--- src/rtl/irq_controller.sv ---
// Prioritized, vectored interrupt controller: per-source edge latches, MASK/PENDING/STATUS
// I/O registers, and a non-nesting IDLE -> REQ -> SERVICE handshake with control.

module irq_source (
  input  logic clk,
  input  logic rst_n,
  input  logic irqIn,
  input  logic clr,
  output logic pending
);
  logic irqQ;

  // A fresh rising edge overrides any clear arriving in the same cycle.
  always_ff @(posedge clk or negedge rst_n) begin
    if (!rst_n) begin
      irqQ    <= 1'b0;
      pending <= 1'b0;
    end else begin
      irqQ    <= irqIn;
      pending <= (irqIn & ~irqQ) | (pending & ~clr);
    end
  end
endmodule

module irq_controller #(
  parameter int          NUM_IRQ     = 4,
  parameter logic [15:0] VECTOR_BASE = 16'h00F0,
  parameter logic [7:0]  BASE_ADDR   = 8'hF0
) (
  input  logic               clk,
  input  logic               rst_n,
  input  logic [NUM_IRQ-1:0] irqIn,
  input  logic               interruptEnable,
  input  logic               instrBoundary,
  output logic               irqReq,
  output logic [15:0]        irqVector,
  input  logic               irqAck,
  input  logic               irqDone,
  output logic               inService,
  input  logic [7:0]         ioAddr,
  input  logic [7:0]         ioWriteData,
  input  logic               ioWriteEn,
  input  logic               ioReadEn,
  output logic [7:0]         ioReadData
);
  localparam logic [7:0] ADDR_MASK = BASE_ADDR;
  localparam logic [7:0] ADDR_PEND = BASE_ADDR + 8'd1;
  localparam logic [7:0] ADDR_STAT = BASE_ADDR + 8'd2;

  typedef enum logic [1:0] {IDLE, REQ, SERVICE} state_t;

  state_t             state, stateNxt;
  logic [1:0]         id, idNxt, winner;
  logic [NUM_IRQ-1:0] mask, pending, eligible, clrVec;
  logic               ackClr, wrMask, wrPend;
  logic [7:0]         statusVal, rdNxt;

  assign wrMask   = ioWriteEn && (ioAddr == ADDR_MASK);
  assign wrPend   = ioWriteEn && (ioAddr == ADDR_PEND);
  assign eligible = pending & mask;
  assign ackClr   = (state == REQ) && irqAck;

  genvar gi;
  generate
    for (gi = 0; gi < NUM_IRQ; gi++) begin : gSrc
      assign clrVec[gi] = (wrPend & ioWriteData[gi]) | (ackClr & (id == 2'(gi)));
      irq_source uSrc (
        .clk     (clk),
        .rst_n   (rst_n),
        .irqIn   (irqIn[gi]),
        .clr     (clrVec[gi]),
        .pending (pending[gi])
      );
    end
  endgenerate

  // Scan high to low so the lowest eligible index is the one left standing.
  always_comb begin
    winner = 2'd0;
    for (int i = NUM_IRQ - 1; i >= 0; i--)
      if (eligible[i]) winner = 2'(i);
  end

  always_ff @(posedge clk or negedge rst_n) begin
    if (!rst_n) begin
      state <= IDLE;
      id    <= 2'd0;
      mask  <= '0;
    end else begin
      state <= stateNxt;
      id    <= idNxt;
      if (wrMask) mask <= ioWriteData[NUM_IRQ-1:0];
    end
  end

  // Outputs decode from registered state only, so ack/done never reach irqReq combinationally.
  always_comb begin
    stateNxt  = state;
    idNxt     = id;
    irqReq    = 1'b0;
    inService = 1'b0;
    case (state)
      IDLE:
        if (instrBoundary && interruptEnable && (|eligible)) begin
          idNxt    = winner;
          stateNxt = REQ;
        end
      REQ: begin
        irqReq = 1'b1;
        if (irqAck) stateNxt = SERVICE;
      end
      SERVICE: begin
        inService = 1'b1;
        if (irqDone) stateNxt = IDLE;
      end
      default: stateNxt = IDLE;
    endcase
  end

  assign irqVector = VECTOR_BASE + {12'd0, id, 2'b00};
  assign statusVal = {inService, irqReq, 4'd0, id};

  always_comb begin
    rdNxt = 8'd0;
    if (ioReadEn) begin
      if      (ioAddr == ADDR_MASK) rdNxt = 8'(mask);
      else if (ioAddr == ADDR_PEND) rdNxt = 8'(pending);
      else if (ioAddr == ADDR_STAT) rdNxt = statusVal;
    end
  end

  always_ff @(posedge clk or negedge rst_n) begin
    if (!rst_n) ioReadData <= 8'd0;
    else        ioReadData <= rdNxt;
  end
endmodule

--- config.mk ---
export PLATFORM = sky130hd
export DESIGN_NAME = irq_controller
export DESIGN_NICKNAME = d
export VERILOG_FILES = /design/src/rtl/irq_controller.sv
export SDC_FILE = /design/constraint.sdc
export NUM_CORES = 1
export LEC_CHECK = 0
export BUFFER_PORTS_ARGS = -buffer_cell sky130_fd_sc_hd__buf_4
export CAP_MARGIN = 20
export CELL_PAD_IN_SITES_DETAIL_PLACEMENT = 1
export CELL_PAD_IN_SITES_GLOBAL_PLACEMENT = 2
export CORE_MARGIN = 2
export CORE_UTILIZATION = 28
export DETAILED_ROUTE_END_ITERATION = 10
export GPL_TIMING_DRIVEN = 0
export HOLD_SLACK_MARGIN = 0.1
export PLACE_DENSITY_LB_ADDON = 0.1
export SLEW_MARGIN = 20
export SYNTH_ARGS = -nofsm -noshare
export SYNTH_HDL_FRONTEND = slang
export SYNTH_SLANG_ARGS = --single-unit
--- constraint.sdc ---
create_clock -name clk -period 1.9 [get_ports clk]
set_input_delay 0.285 -clock clk [delete_from_list [all_inputs] [get_ports clk]]
set_output_delay 0.285 -clock clk [all_outputs]
set_load 0.005 [all_outputs]
### Yosys cells after proc, flatten, opt, wreduce, memory -nomap -nowiden

Index checks and enable logic that the tools add are counted.

| storage, ports and cells | value |
|---|---|
| register bits after elaboration | 24 |
| bits of input ports | 28 |
| output and inout bits | 26 |

| operators by class | value |
|---|---|
| add/subtract/negate cells | 1 |
| eq/ne operators | 11 |
| muxes and demuxes | 14 |
| bitwise operators | 33 |
| reduce and logical (&&, ||, !) cells | 10 |

Operators with widths:

| cell | number |
|---|---|
| 8-bit two-way mux | 4 |
| 8-bit equality test, second input constant | 3 |
| 1-bit bitwise AND | 16 |
| 2-bit two-way mux | 7 |
| 8-bit by 4-bit adder with 9-bit output, first input constant | 1 |
| 1-bit NOT | 8 |
| 1-bit bitwise OR | 8 |
| 2-bit equality test, second input constant | 3 |
| 2-bit != test, second input constant | 3 |
| 2-bit one-hot mux with 3 select lines | 1 |
| 1-bit logical AND | 5 |
| 4-bit bitwise AND | 1 |
| 2-bit by 1-bit equality test with 1-bit output, second input constant | 2 |
| 2-bit logical NOT | 2 |
| 4-bit OR reduction | 1 |
| 3-bit AND reduction | 1 |
| 1-bit two-way mux | 2 |
| 2-bit AND reduction | 1 |

### Longest topological paths before layout

| logic depth | value |
|---|---|
| word-level depth | 7 |
| mapped depth | 5 |
| mapped depth without buffers | 5 |

### Cells and area by module

Synthesis repeated with hierarchy kept, for this count alone.

| second synthesis, totals | value |
|---|---|
| cells, all modules | 107 |
| area, all modules | 1141.1 µm² |

By module, submodules not included:

| module | times used | cells each | area an instance (µm²) | sequential area each (µm²) |
|---|---|---|---|---|
| irq_controller | 1 | 87 | 860.8 | 350.3 |
| irq_source | 4 | 5 | 70.1 | 50.0 |

### Worst setup path before layout

Ideal clock, no wire load.

| timing | value |
|---|---|
| path kind | flip-flop to flip-flop |
| from | reg gSrc[1].uSrc.pending |
| to | reg id[0] |
| data arrival time | 1140 ps |
| required time | 1775 ps |
| setup slack | 635 ps |
| stages on the path, launching flop included | 4 |
| buffers on the path | 0 |
| cells stage by stage | dfrtp_1 > a22o_1 > o21ai_0 > mux2_2 |

| on the way | value |
|---|---|
| longest elaborated chain between the ends | 4 |
| elaborated cells between the ends (all ways) | 6 |
| those cells by class | 2 x mux; 1 x bitwise; 3 x reduce/logical |

RTL lines:

| item | RTL line | text |
|---|---|---|
| start, declared | 9 | `output logic pending` |
| start signal, assigned | 20 | `pending <= (irqIn & ~irqQ) \| (pending & ~clr);` |
| 4-bit bitwise AND (*) | 60 | `assign eligible = pending & mask;` |
| 4-bit OR reduction | 104 | `if (instrBoundary && interruptEnable && (\|eligible)) begin` |
| 1-bit logical AND | 104 |  |
| 2-bit AND reduction (no line) | -- |  |
| end signal, assigned | 91 | `id <= idNxt;` |
| end, declared | 53 | `logic [1:0] id, idNxt, winner;` |

Mark *: on every way between the ends. The rest lies on a longest branch, timed or not.
A chain may end at the register's enable or synchronous reset.

### Final worst setup path

| timing | value |
|---|---|
| from | reg state[1] |
| to | reg id[0] |

| on the way | value |
|---|---|
| longest elaborated chain between the ends | 2 |

RTL lines:

| item | RTL line | text |
|---|---|---|
| start, declared | 52 | `state_t state, stateNxt;` |
| start signal, assigned | 90 | `state <= stateNxt;` |
| 2-bit logical NOT | 102 | `case (state)` |
| 2-bit AND reduction (no line) | -- |  |

No other way between the ends.

==> impl_metrics.py <==
metrics = {
    "drt": {
        "drc": 0,
        "first_pass_iters": 3,
        "vias": 884,
        "ant_nets": 0,
        "avgViaCountPerCell": 4.33,
        "drt_wl_total_mm": 2.57,
        "drtIter0Drc": 26,
        "post_drt_wl_per_cell_um": 12.6,
    },
    "critical_path": {
        "path_cells": "nor3_1 > o21ai_0 > mux2_2",
        "path_max_fanout": 4,
        "slowest_delay_ns": 0.41,
        "crit_path_start_kind": "flop",
        "critPathKind": "reg -> reg",
        "crit_path_end_kind": "flop",
        "path_delay_family": "flip-flops",
        "crit_required_ns": 2.05,
        "crit_start": "state[1]",
        "worstPathBufferInverterCount": 0,
        "arrival_ns": 1.52,
        "crit_slowest_cell": "dfrtp_1",
        "r2r-start": "state[1]",
    },
    "logic_synthesis": {
        "synth_top_area_share_pct": 50.1,
        "synth.most_common_cell": "dfrtp_1",
        "yosys.area.top_type": "dfrtp_1",
        "syn_avg_cell_area_um2": 10.5,
        "synthTopCellsByArea": "dfrtp_1 (50%), buf_4 (11%), mux2_2 (5.1%)",
        "synth_seq_cells": 22,
        "async_flop_share_pct": 100,
        "synth_edf_count": 0,
        "ys_warn_count": 0,
        "yosysUniqueCellTypes": 25,
        "synth_area_um2": 1100,
        "synth_common_cells": "dfrtp_1 (22), buf_4 (16), nand2_1 (8), nor2_1 (8), inv_1 (6)",
        "syn-instance-count": 105,
        "synth.yosys.seq_area_share_pct": 50.1,
        "ys_dominant_reg_cell": "dfrtp_1",
    },
    "clock_tree": {
        "root_buffer": "clkbuf_8",
        "cts_max_path_buffers": 2,
        "insertion_delay_ns": 0.26,
        "h-tree-depth": 1,
        "clock_sinks": 22,
        "cts_tree": "yes",
        "numCtsBuffers": 3,
        "clk_pin_slew_ns": 0.08,
    },
    "floorplanning": {
        "rows": 22,
        "start_util_pct": 29.6,
        "core_um2": 3720,
        "die_h_um": 66.7,
        "pin_count": 54,
        "die_area_um2": 4440,
        "die_w_um": 66.7,
    },
    "final_layout": {
        "syn_to_final_growth_pct": 38.0,
        "antenna-diode-count": 0,
        "post-route-util_pct": 40.8,
        "final_net_count": 185,
        "n_fill_cell": 443,
        "drive_above_1_share_pct": 39.7,
    },
    "place": {
        "dp_hpwl_mm": 2.10,
        "portBuffers": 32,
        "gp_congestion": 0.737,
    },
    "sta": {
        "slew_viol_final": 0,
        "tightest_slew_ns": 0.523,
        "tns_ns": 0,
        "rsz0062_at_grt": "false",
        "max_slew_margin_pct": 64.9,
        "clock.fmax_mhz": 730,
        "finalCritPeriodShare_pct": 72.1,
        "setup_violations": 0,
        "period_minus_slack_ns": 1.37,
        "clock_skew_ns": 0.00254,
        "finalHoldViolCount": 0,
    },
    "global_route": {
        "grt_start_max_net_pins": 23,
        "grt_usage_pct": 12.7,
        "grt_pass1_wl_mm": 4.20,
        "grt_antenna_before_repair": 0,
        "grt_overflow": 0,
        "grt_pass1_vias": 895,
    },
    "pwr": {
        "ir_drop_mv": 0.288,
        "leakage_nw": 0.775,
        "cellPowerDensity_nw_per_um2": 699,
    },
    "hold_path": {
        "hp-class": "in -> reg",
        "hold_start": "irqIn[1]",
    },
    "job": {
        "max_cap_viol_count": 0,
    },
    "status": {
        "status": "finished, final reports clean",
    },
}
## cells by family (layout without fill, tap and decap cells)
logic type,count (synthesis),in the layout,synth area share (%)
AND/OR/NAND/NOR,33,33,17.7
buffers and inverters,23,60,13.4
flip-flops,22,22,50.1
AO/OA/AOI/OAI,16,16,9.33
multiplexers,9,9,8.76
other,2,16,0.683
## stage by stage
step / worst slack (ns) / hold slack [ns] / total power (W) / instances / area, um^2
finish: 0.531 / 0.134 / 0.00106 / 204 / 1520
detailed placement: 0.376 / 0.193 / 0.000735 / 199 / 1450
global placement: 0.344 / 0.191 / 0.000728 / 199 / 1450
global route: 0.414 / 0.128 / 0.00112 / 204 / 1520
CTS: 0.518 / 0.128 / 0.00108 / 204 / 1520
floorplan: 0.635 / -0.0106 / 0.000630 / 119 / 1150
## repair_timing
item                                   4_1_cts  5_1_grt
buffers inserted                             0        0
resized for setup                            0        0
hold buffers                                 1        0
endpoints found under the hold margin       22        0
## flip-flops by register name, summed over array words and instances (netlist names)
name	flops
ioReadData	6
gSrc.uSrc.irqQ	4
gSrc.uSrc.pending	4
id	2
state	2
mask	4
## cells in the final DEF (no fill, tap or decap)
cell,instances
nand4_1,3
inv_1,6
buf_2,1
o31ai_1,1
nand2_1,8
a22o_1,1
mux2i_1,4
nand3_4,1
mux2_2,5
nand3_1,2
a32oi_1,1
conb_1,16
a21oi_1,5
dfrtp_1,22
clkbuf_8,4
nor4_4,1
o21ai_0,4
and4_2,2
nor2b_1,2
dlygate4sd3_1,1
nand3b_1,1
nor2_1,8
buf_4,48
o22ai_1,2
nor3_1,3
nand2b_1,2
a32o_1,2
## power breakdown
group	switching, W	internal [W]	total, W
Sequential	0.0000394	0.000498	0.000538
Clock	0.000151	0.000185	0.000336
Combinational	0.0000826	0.000105	0.000188
Total	0.000273	0.000788	0.00106
## per-layer routing
metal	global-route usage [%]	up-vias	routed length (um)
met1	15.4	414	1080
met5	0	-	0
met4	4.59	0	42
li1	-	438	-
met3	2.03	4	138
met2	22.4	28	1300
## final timing paths
kind / depth (start not counted) / endpoint / slack (ns)
worst min register to register: 1 / gSrc[1].uSrc.pending / 0.43
min in group asynchronous: 2 / gSrc[3].uSrc.irqQ / 0.45
worst min-delay path: 1 / gSrc[1].uSrc.irqQ / 0.13
worst max register to register: 3 / id[0] / 0.53
max in group asynchronous: 2 / id[0] / 1.23
worst max-delay path: 3 / id[0] / 0.53
## cell type report
type,instances,area (um^2),area share (%)
Tap cell,48,60.1,3.96
Sequential cell,22,551,36.3
Multi-Input combinational cell,74,454,29.9
Buffer,17,125,8.24
Clock buffer,4,55.1,3.63
Inverter,6,22.5,1.48
Timing Repair Buffer,33,250,16.5
## worst register-to-register path, cell delays in order, from the launching register on
cell	delay (ns)
dfrtp_1	0.41
nor3_1	0.35
o21ai_0	0.20
mux2_2	0.30
No activity file was read; power rests on OpenSTA's default activity.
